==> src/rtl/uart_tx_arbiter_if.sv <==
// Producer/uart-side bundle for uart_tx_arbiter: per-requester valid/ready/data plus the
// strobe, byte and status lines toward the shared uart transmitter.
interface uart_tx_arbiter_if #(
  parameter int unsigned NUM_REQ = 4
);
  localparam int unsigned IDW = $clog2(NUM_REQ);

  logic [NUM_REQ-1:0]   req_valid;
  logic [8*NUM_REQ-1:0] req_data;
  logic [NUM_REQ-1:0]   req_ready;
  logic                 uart_transmit;
  logic [7:0]           uart_tx_byte;
  logic                 uart_is_transmitting;
  logic [IDW-1:0]       grant_id;
  logic                 busy;
  logic                 start_err;

  modport master (
    output req_valid, req_data, uart_is_transmitting,
    input  req_ready, uart_transmit, uart_tx_byte, grant_id, busy, start_err
  );

  modport slave (
    input  req_valid, req_data, uart_is_transmitting,
    output req_ready, uart_transmit, uart_tx_byte, grant_id, busy, start_err
  );
endinterface

==> src/rtl/uart_tx_arbiter.sv <==
// Round-robin arbiter sharing one uart transmitter among NUM_REQ byte producers.
// Define UART_TX_ARB_TAG_EN to precede each data byte with a {TAG_PREFIX, grant_id} tag frame.
module uart_tx_arbiter #(
  parameter int unsigned NUM_REQ       = 4,
  parameter int unsigned START_TIMEOUT = 16,
  parameter logic [3:0]  TAG_PREFIX    = 4'hA
) (
  input logic           clk,
  input logic           rst_n,
  uart_tx_arbiter_if.slave bus
);
  localparam int unsigned IDW = $clog2(NUM_REQ);
  localparam int unsigned TW  = $clog2(START_TIMEOUT);
  localparam logic [TW-1:0] TIMER_LAST = TW'(START_TIMEOUT - 1);

  localparam logic [1:0] IDLE       = 2'd0;
  localparam logic [1:0] LOAD       = 2'd1;
  localparam logic [1:0] WAIT_START = 2'd2;
  localparam logic [1:0] WAIT_DONE  = 2'd3;

  logic [1:0]         state;
  logic [IDW-1:0]     ptr;
  logic [IDW-1:0]     grant;
  logic [7:0]         tx_byte;
  logic [TW-1:0]      timer;
  logic [IDW-1:0]     win;
  logic [7:0]         win_byte;
  logic               any_valid;
  logic [NUM_REQ-1:0] ready;
  int unsigned        scan_idx;
`ifdef UART_TX_ARB_TAG_EN
  logic               data_phase;
  logic [7:0]         data_byte;
`endif

  // Search starts just past the last winner so every requester gets a turn.
  always_comb begin
    win       = '0;
    win_byte  = '0;
    any_valid = 1'b0;
    scan_idx  = 0;
    for (int unsigned k = 1; k <= NUM_REQ; k++) begin
      scan_idx = 32'(ptr) + k;
      if (scan_idx >= NUM_REQ) scan_idx = scan_idx - NUM_REQ;
      if (!any_valid && bus.req_valid[scan_idx]) begin
        any_valid = 1'b1;
        win       = IDW'(scan_idx);
        win_byte  = bus.req_data[8*scan_idx +: 8];
      end
    end
  end

  always_comb begin
    ready = '0;
    if (state == IDLE && any_valid) ready[win] = 1'b1;
  end

  always_ff @(posedge clk or negedge rst_n) begin
    if (!rst_n) begin
      state      <= IDLE;
      ptr        <= IDW'(NUM_REQ - 1);
      grant      <= '0;
      tx_byte    <= '0;
      timer      <= '0;
`ifdef UART_TX_ARB_TAG_EN
      data_phase <= 1'b0;
      data_byte  <= '0;
`endif
    end else begin
      case (state)
        IDLE: begin
          if (any_valid) begin
            grant <= win;
            ptr   <= win;
            state <= LOAD;
`ifdef UART_TX_ARB_TAG_EN
            tx_byte    <= {TAG_PREFIX, 4'(win)};
            data_byte  <= win_byte;
            data_phase <= 1'b0;
`else
            tx_byte <= win_byte;
`endif
          end
        end
        LOAD: begin
          timer <= '0;
          state <= WAIT_START;
        end
        WAIT_START: begin
          if (bus.uart_is_transmitting) state <= WAIT_DONE;
          else if (timer == TIMER_LAST) state <= IDLE;
          else timer <= timer + TW'(1);
        end
        WAIT_DONE: begin
          if (!bus.uart_is_transmitting) begin
`ifdef UART_TX_ARB_TAG_EN
            // Tag frame done: send the held data byte without re-arbitrating.
            if (!data_phase) begin
              data_phase <= 1'b1;
              tx_byte    <= data_byte;
              state      <= LOAD;
            end else begin
              state <= IDLE;
            end
`else
            state <= IDLE;
`endif
          end
        end
        default: state <= IDLE;
      endcase
    end
  end

  assign bus.req_ready     = ready;
  assign bus.uart_transmit = (state == LOAD);
  assign bus.uart_tx_byte  = tx_byte;
  assign bus.grant_id      = grant;
  assign bus.busy          = (state != IDLE);
  assign bus.start_err     = (state == WAIT_START) && !bus.uart_is_transmitting &&
                             (timer == TIMER_LAST);
endmodule
==> src/flat_wrapper.sv <==
// flat-port wrapper written by rule: the top's interface ports become plain ports
module uart_tx_arbiter_flat 
#(
  parameter int unsigned NUM_REQ       = 4,
  parameter int unsigned START_TIMEOUT = 16,
  parameter logic [3:0]  TAG_PREFIX    = 4'hA
)
  (clk, rst_n, bus_req_valid, bus_req_data, bus_uart_is_transmitting, bus_req_ready, bus_uart_transmit, bus_uart_tx_byte, bus_grant_id, bus_busy, bus_start_err);
  uart_tx_arbiter_if #(.NUM_REQ(NUM_REQ)) bus_i ();
  input logic clk;
  input logic rst_n;
  input wire logic [$bits(bus_i.req_valid)-1:0] bus_req_valid;
  input wire logic [$bits(bus_i.req_data)-1:0] bus_req_data;
  input wire logic [$bits(bus_i.uart_is_transmitting)-1:0] bus_uart_is_transmitting;
  output wire logic [$bits(bus_i.req_ready)-1:0] bus_req_ready;
  output wire logic [$bits(bus_i.uart_transmit)-1:0] bus_uart_transmit;
  output wire logic [$bits(bus_i.uart_tx_byte)-1:0] bus_uart_tx_byte;
  output wire logic [$bits(bus_i.grant_id)-1:0] bus_grant_id;
  output wire logic [$bits(bus_i.busy)-1:0] bus_busy;
  output wire logic [$bits(bus_i.start_err)-1:0] bus_start_err;
  assign bus_i.req_valid = bus_req_valid;
  assign bus_i.req_data = bus_req_data;
  assign bus_i.uart_is_transmitting = bus_uart_is_transmitting;
  assign bus_req_ready = bus_i.req_ready;
  assign bus_uart_transmit = bus_i.uart_transmit;
  assign bus_uart_tx_byte = bus_i.uart_tx_byte;
  assign bus_grant_id = bus_i.grant_id;
  assign bus_busy = bus_i.busy;
  assign bus_start_err = bus_i.start_err;
  uart_tx_arbiter #(.NUM_REQ(NUM_REQ), .START_TIMEOUT(START_TIMEOUT), .TAG_PREFIX(TAG_PREFIX)) u_core (.clk(clk), .rst_n(rst_n), .bus(bus_i));
endmodule
==> config.mk <==
export PLATFORM = sky130hd
export DESIGN_NAME = uart_tx_arbiter_flat
export DESIGN_NICKNAME = d
export VERILOG_FILES = /design/src/rtl/uart_tx_arbiter_if.sv /design/src/rtl/uart_tx_arbiter.sv /design/src/flat_wrapper.sv
export SDC_FILE = /design/constraint.sdc
export NUM_CORES = 1
export LEC_CHECK = 0
export ABC_AREA = 1
export CAP_MARGIN = 20
export CORE_ASPECT_RATIO = 0.6
export CORE_MARGIN = 2
export CORE_UTILIZATION = 45
export DETAILED_ROUTE_END_ITERATION = 8
export PLACE_DENSITY_LB_ADDON = 0.2
export SYNTH_ARGS = -nofsm -noshare
export SYNTH_HDL_FRONTEND = slang
export SYNTH_SLANG_ARGS = --single-unit
==> constraint.sdc <==
create_clock -name clk -period 3.6 [get_ports clk]
set_input_delay 0.72 -clock clk [delete_from_list [all_inputs] [get_ports clk]]
set_output_delay 0.72 -clock clk [all_outputs]
set_load 0.01 [all_outputs]
# Yosys cells after proc, flatten, opt, wreduce, memory -nomap -nowiden
# Cells that the tools add are included.
# Widths: inputs -> output; s select.
[op_classes] order_cmp=10 eq_ne=9 reduce_logical=17 mux=35 addsub=9 n_shift=4
[op_table] op="$shiftx 32x33->8" n=4
[op_table] op="$ge 32x3->1 const B" n=4
[op_table] op="$lt 32x3->1 const B" n=4
[op_table] op="$mux 32" n=4
[op_table] op="$sub 32x3->32 const B" n=4
[op_table] op="$mux 8" n=4
[op_table] op="$mux 2" n=8
[op_table] op="$mux 4" n=3
[op_table] op="$mux 1" n=9
[op_table] op="$bmux 1 s2" n=4
[op_table] op="$pmux 2 s4" n=1
[op_table] op="$pmux 4 s2" n=1
[op_table] op="$logic_and 1x1->1" n=7
[op_table] op="$add 2x2->3 const B" n=2
[op_table] op="$ne 2x2->1 const B" n=3
[op_table] op="$reduce_and 3->1" n=2
[op_table] op="$add 2x3->4 const B" n=1
[op_table] op="$add 4x1->4 const B" n=1
[op_table] op="$eq 2x2->1 const B" n=2
[op_table] op="$eq 4x4->1 const B" n=1
[op_table] op="$logic_not 1->1" n=4
[op_table] op="$reduce_bool 2->1" n=2
[op_table] op="$add 2x1->3 const B" n=1
[op_table] op="$lt 2x3->1 const B" n=1
[op_table] op="other kinds (7)" n=7
[totals] out_inout_bits=17 word_cells=89 inputBits=39 reg_bits=18

# Longest topological paths before layout
[logic_depth] depth_word=20 ltp_mapped=13 ltp_nobuf=12

# Least setup slack after synthesis
# OpenSTA, ideal clock, no wires.
[synth_path] path_kind="flip-flop to output port" start="reg u_core.ptr[0]" end="out bus_req_ready[0]" slack_ns=0.794 n_path_buf=3 required_time_ns=2.880 stages_incl_launch_ff=13 arrival_ns=2.086 cell_sequence="dfstp_2 > inv_2 > buf_2 > ha_1 > buf_2 > nand3_2 > nand2_4 > buf_6 > a21oi_2 > nand2_1 > nand2_1 > nand2_1 > nor2_1"
[synth_via] elab_chain_cells=20 elab_cells_between_ends=45 cone_classes="add/sub (8); order compare (6); mux (23); reduce/logical (8)"
[synth_lines] item="from (decl)" line_no="uart_tx_arbiter.sv:22" text="logic [IDW-1:0] ptr;"
[synth_lines] item="from (signal assigned)" line_no="uart_tx_arbiter.sv:61" text="ptr <= IDW'(NUM_REQ - 1);"
[synth_lines] item="from (signal assigned)" line_no="uart_tx_arbiter.sv:74" text="ptr <= win;"
[synth_lines] item="$add 2x1->3" line_no="uart_tx_arbiter.sv:43" text="scan_idx = 32'(ptr) + k;"
[synth_lines] item="$sub 32x3->32 or $ge 32x3->1 (tied branches)" line_no="uart_tx_arbiter.sv:44" text="if (scan_idx >= NUM_REQ) scan_idx = scan_idx - NUM_REQ;"
[synth_lines] item="$mux 32" line_no="uart_tx_arbiter.sv:44"
[synth_lines] item="$bmux 1 s2" line_no="uart_tx_arbiter.sv:45" text="if (!any_valid && bus.req_valid[scan_idx]) begin"
[synth_lines] item="$mux 1 (not written as such)" line_no="uart_tx_arbiter.sv:45"
[synth_lines] item="$mux 1" line_no="uart_tx_arbiter.sv:45"
[synth_lines] item="$logic_not 1->1" line_no="uart_tx_arbiter.sv:45"
[synth_lines] item="$logic_and 1x1->1" line_no="uart_tx_arbiter.sv:45"
[synth_lines] item="[... 4 more ...]"
[synth_lines] item="$logic_not 1->1" line_no="uart_tx_arbiter.sv:45"
[synth_lines] item="$logic_and 1x1->1" line_no="uart_tx_arbiter.sv:45"
[synth_lines] item="$mux 2" line_no="uart_tx_arbiter.sv:45"
[synth_lines] item="$lt 2x3->1 (not written as such) or $ge 2x1->1 (tied branches)" line_no="uart_tx_arbiter.sv:55" text="if (state == IDLE && any_valid) ready[win] = 1'b1;"
[synth_lines] item="$logic_and 1x1->1 (not written as such)" line_no="uart_tx_arbiter.sv:55"
[synth_lines] item="$mux 1 (not written as such)" line_no="uart_tx_arbiter.sv:55"
[synth_lines] item="$demux 1 s2"
[synth_lines] item="$mux 4 *" line_no="uart_tx_arbiter.sv:55"
[synth_lines] item="to (decl)" line_no="flat_wrapper.sv:15" text="output wire logic [$bits(bus_i.req_ready)-1:0] bus_req_ready;"
# Every way passes the cells marked *; elsewhere a longest branch is shown, timed or not. The select of a mux whose other input is x is not followed.

# Final worst setup path
[layout_path] start="in bus_req_valid[1]" end="out bus_req_ready[2]"
[layout_via] elab_chain_cells=17 elab_cells_between_ends=29 cone_classes="order compare (2); mux (19); reduce/logical (8)"
[layout_lines] item="from (decl)" line_no="flat_wrapper.sv:12" text="input wire logic [$bits(bus_i.req_valid)-1:0] bus_req_valid;"
[layout_lines] item="$bmux 1 s2" line_no="uart_tx_arbiter.sv:45"
[layout_lines] item="$mux 1 (not written as such)" line_no="uart_tx_arbiter.sv:45"
[layout_lines] item="$mux 1" line_no="uart_tx_arbiter.sv:45"
[layout_lines] item="$logic_not 1->1" line_no="uart_tx_arbiter.sv:45"
[layout_lines] item="$logic_and 1x1->1" line_no="uart_tx_arbiter.sv:45"
[layout_lines] item="$mux 1" line_no="uart_tx_arbiter.sv:45"
[layout_lines] item="$logic_not 1->1" line_no="uart_tx_arbiter.sv:45"
[layout_lines] item="$logic_and 1x1->1" line_no="uart_tx_arbiter.sv:45"
[layout_lines] item="$mux 1" line_no="uart_tx_arbiter.sv:45"
[layout_lines] item="$logic_not 1->1" line_no="uart_tx_arbiter.sv:45"
[layout_lines] item="$logic_and 1x1->1" line_no="uart_tx_arbiter.sv:45"
[layout_lines] item="$mux 2" line_no="uart_tx_arbiter.sv:45"
[layout_lines] item="$lt 2x3->1 (not written as such) or $ge 2x1->1 (tied branches)" line_no="uart_tx_arbiter.sv:55"
[layout_lines] item="$logic_and 1x1->1 (not written as such)" line_no="uart_tx_arbiter.sv:55"
[layout_lines] item="$mux 1 (not written as such)" line_no="uart_tx_arbiter.sv:55"
[layout_lines] item="$demux 1 s2"
[layout_lines] item="$mux 4 *" line_no="uart_tx_arbiter.sv:55"
# Marked as above.

==> impl_metrics.py <==
metrics = {
    "status": {
        "status": "completed",
    },
    "power": {
        "max-vdd-ir-drop_v": 0.0006293,
        "p_leak_nw": 1.591,
        "p_per_area_nw_per_um2": 971.5,
    },
    "timing": {
        "worst_pin_slew_ns": 0.7977,
        "worst_clock_skew_ns": 0.004022,
        "rsz0062_at_grt": "no",
        "fmax_ghz": 0.2919,
        "period_needed_ns": 3.426,
        "finalWorstSetupSlack_ns": 0.1744,
        "slew_violations": 0,
        "setup_viol": 0,
        "maxSlewHeadroom": 0.4665,
        "finalSetupTns_ns": 0,
        "final.period_utilization": 0.9516,
        "finalHoldViolCount": 0,
    },
    "drt": {
        "drc": 0,
        "vias": 2754,
        "wire_per_inst_um": 12.19,
        "drtPass1Iterations": 4,
        "antenna_left": 0,
        "drt_iter0_drc": 114,
        "avgViaCountPerCell": 5.148,
        "routed_wl_um": 6523,
    },
    "placement": {
        "place.port_buffers": 55,
        "place.gp.congestion": 0.8928,
        "dpl.hpwl_um": 4944,
        "place_ws_ns": 0.1833,
    },
    "synthesis": {
        "synth-edff-count": 0,
        "yosysUniqueCellTypes": 34,
        "mappedNetlistArea_um2": 2336,
        "ys_seq_area_frac": 0.1939,
        "synth.yosys.warnings": 0,
        "synthFlopType": "dfrtp_1",
        "synthesis.nets": 462,
        "synth_cells": 417,
        "syn-mean-instance-area_um2": 5.602,
        "synth-seq-cells": 18,
        "async_flop_share": 1.000,
    },
    "global_route": {
        "use_met2": 0.3988,
        "overflow": 0,
        "met3_usage": 0.03860,
        "grt_pass1_wl_um": 10810,
        "antenna_found_initial": 0,
        "grt_max_degree": 52,
        "top_usage_layer": "met2",
        "grtUsageTotal": 0.2227,
        "grt_pass1_vias": 2471,
        "gr-usage-met1": 0.2981,
    },
    "worst_setup_path": {
        "cpMaxStageDelayCell": "clkdlybuf4s50_1",
        "slowest_delay_ns": 0.55,
        "crit_chain": "clkdlybuf4s50_1, nand2_4, nand3_1, nand2_4, inv_2, o21ai_1, nand2_1, nand2_1, nand2_1, nor2_1, clkdlybuf4s50_1",
        "start_kind": "primary input",
        "cp-end-kind": "output pin",
        "rr_startpoint": "u_core.ptr[0]$_DFFE_PN1P_",
        "cp-startpoint": "bus_req_valid[1]",
        "path_class": "primary input to output pin",
        "crit_fanout": 8,
        "critical-path-top-delay-family": "buffers and inverters",
        "cp.arrival_ns": 2.71,
        "crit_required_ns": 2.88,
        "critPathBufInv": 3,
        "cpMostUsedCell": "nand2_1",
    },
    "finish": {
        "seqCellArea_um2": 452.9,
        "multi_input_area_um2": 1553,
        "fin_nets": 515,
        "antenna_cells": 0,
        "layout_common_cells": "nand2_1, nand3_1, clkdlybuf4s50_1",
        "area_growth_pct": 27.48,
        "drive_gt1_frac": 0.08742,
        "post-route-util": 0.5920,
        "layout_commonest_cell": "nand2_1",
        "n_fill_cell": 495,
    },
    "floorplan": {
        "coreArea_um2": 5030,
        "rows": 20,
        "die_h_um": 59.81,
        "io_pins": 56,
        "die_w_um": 97.02,
        "dieArea_um2": 5802,
        "initial_core_util": 0.4644,
    },
    "clocking": {
        "clk_path_buf_depth": 2,
        "cts_hold_buffers": 0,
        "clkSinkCount": 18,
        "cts_root_buf": "clkbuf_8",
        "htree_levels": 1,
        "cts_tree": "yes",
        "clock_latency_ns": 0.25,
        "clk_pin_slew_ns": 0.07,
        "cts_made_buffers": 3,
    },
    "worst_hold_path": {
        "min_from": "u_core.timer[3]$_DFFE_PN0P_",
        "hold_path.class": "register to register",
    },
    "job": {
        "maxCapViolCount": 0,
    },
}
-- logic make-up after synthesis --
group	after synthesis	share of synthesized area
and+or+nand+nor	275	0.5265
buffers and inverters	71	0.1414
AOI/OAI and AO/OA	47	0.1061
DFF	18	0.1939
adders and majority gates	6	0.03214
-- power by group --
part           switching (mW)  leakage (nW)  internal (mW)  total (mW)
clock                  0.0657        0.0288         0.0971       0.163
sequential             0.0614         0.225          0.298       0.359
combinational            1.50          1.34          0.867        2.37
-- cell usage after synthesis (all sizes together), types with 2 or more instances --
| cell type | n | area [um^2] |
|---|---|---|
| a21oi | 10 | 53.80 |
| buf | 17 | 125.1 |
| dfrtp | 16 | 400.4 |
| dfstp | 2 | 52.55 |
| ha | 6 | 75.07 |
| inv | 53 | 201.4 |
| nand2 | 176 | 695.7 |
| nand3 | 63 | 330.3 |
| nand4 | 3 | 40.04 |
| nor2 | 29 | 140.1 |
| nor3 | 2 | 10.01 |
| o21ai | 33 | 165.2 |
-- state kept, by name (all words and copies together), names as in the netlist --
register	cells
u_core.timer	4
u_core.ptr	2
u_core.bus.uart_tx_byte	8
u_core.bus.grant_id	2
u_core.state	2
-- timing repair --
action                                 in CTS  in global routing
endpoints found under the hold margin       0                  0
setup endpoints to repair                   0                  4
resized for setup                           0                  0
setup buffers                               0                  1
-- path summary, 6_finish.rpt --
kind / end / slack [ns] / cells past startpoint
hold reg to reg: u_core.timer[3]$_DFFE_PN0P_ / 0.47 / 1
setup / recovery: bus_req_ready[2] / 0.17 / 11
max in group asynchronous: u_core.bus.uart_tx_byte[7]$_DFFE_PN0P_ / 2.17 / 1
min in group asynchronous: u_core.bus.uart_tx_byte[4]$_DFFE_PN0P_ / 0.93 / 1
setup reg to reg: u_core.bus.uart_tx_byte[7]$_DFFE_PN0P_ / 1.42 / 12
hold / removal: u_core.timer[3]$_DFFE_PN0P_ / 0.47 / 1
-- layer usage --
metal  routed length [um]  vias up
li1                     -     1418
met1                 3223     1249
met2                 2896       85
met3                  393        2
met4                    9        0
met5                    0        -
-- stage by stage --
step / hold WS, ns / std cells / instance area [um^2] / power, mW
2_1_floorplan: 0.4244 / 417 / 2336 / 2.116
3_3_place_gp: 0.4612 / 530 / 2915 / 2.643
3_5_place_dp: 0.4665 / 530 / 2915 / 2.696
4_1_cts: 0.4796 / 534 / 2970 / 2.871
5_1_grt: 0.4892 / 535 / 2978 / 3.198
6_report: 0.4741 / 535 / 2978 / 2.893
-- layout make-up --
cell class / count / area share
multi-input cells: 328 / 0.5214
repair buffers: 66 / 0.2126
inverters: 53 / 0.06765
flip-flops and latches: 18 / 0.1521
well taps: 66 / 0.02773
clock buffers: 4 / 0.01849
Note: power is estimated with default switching activity, not from simulation.
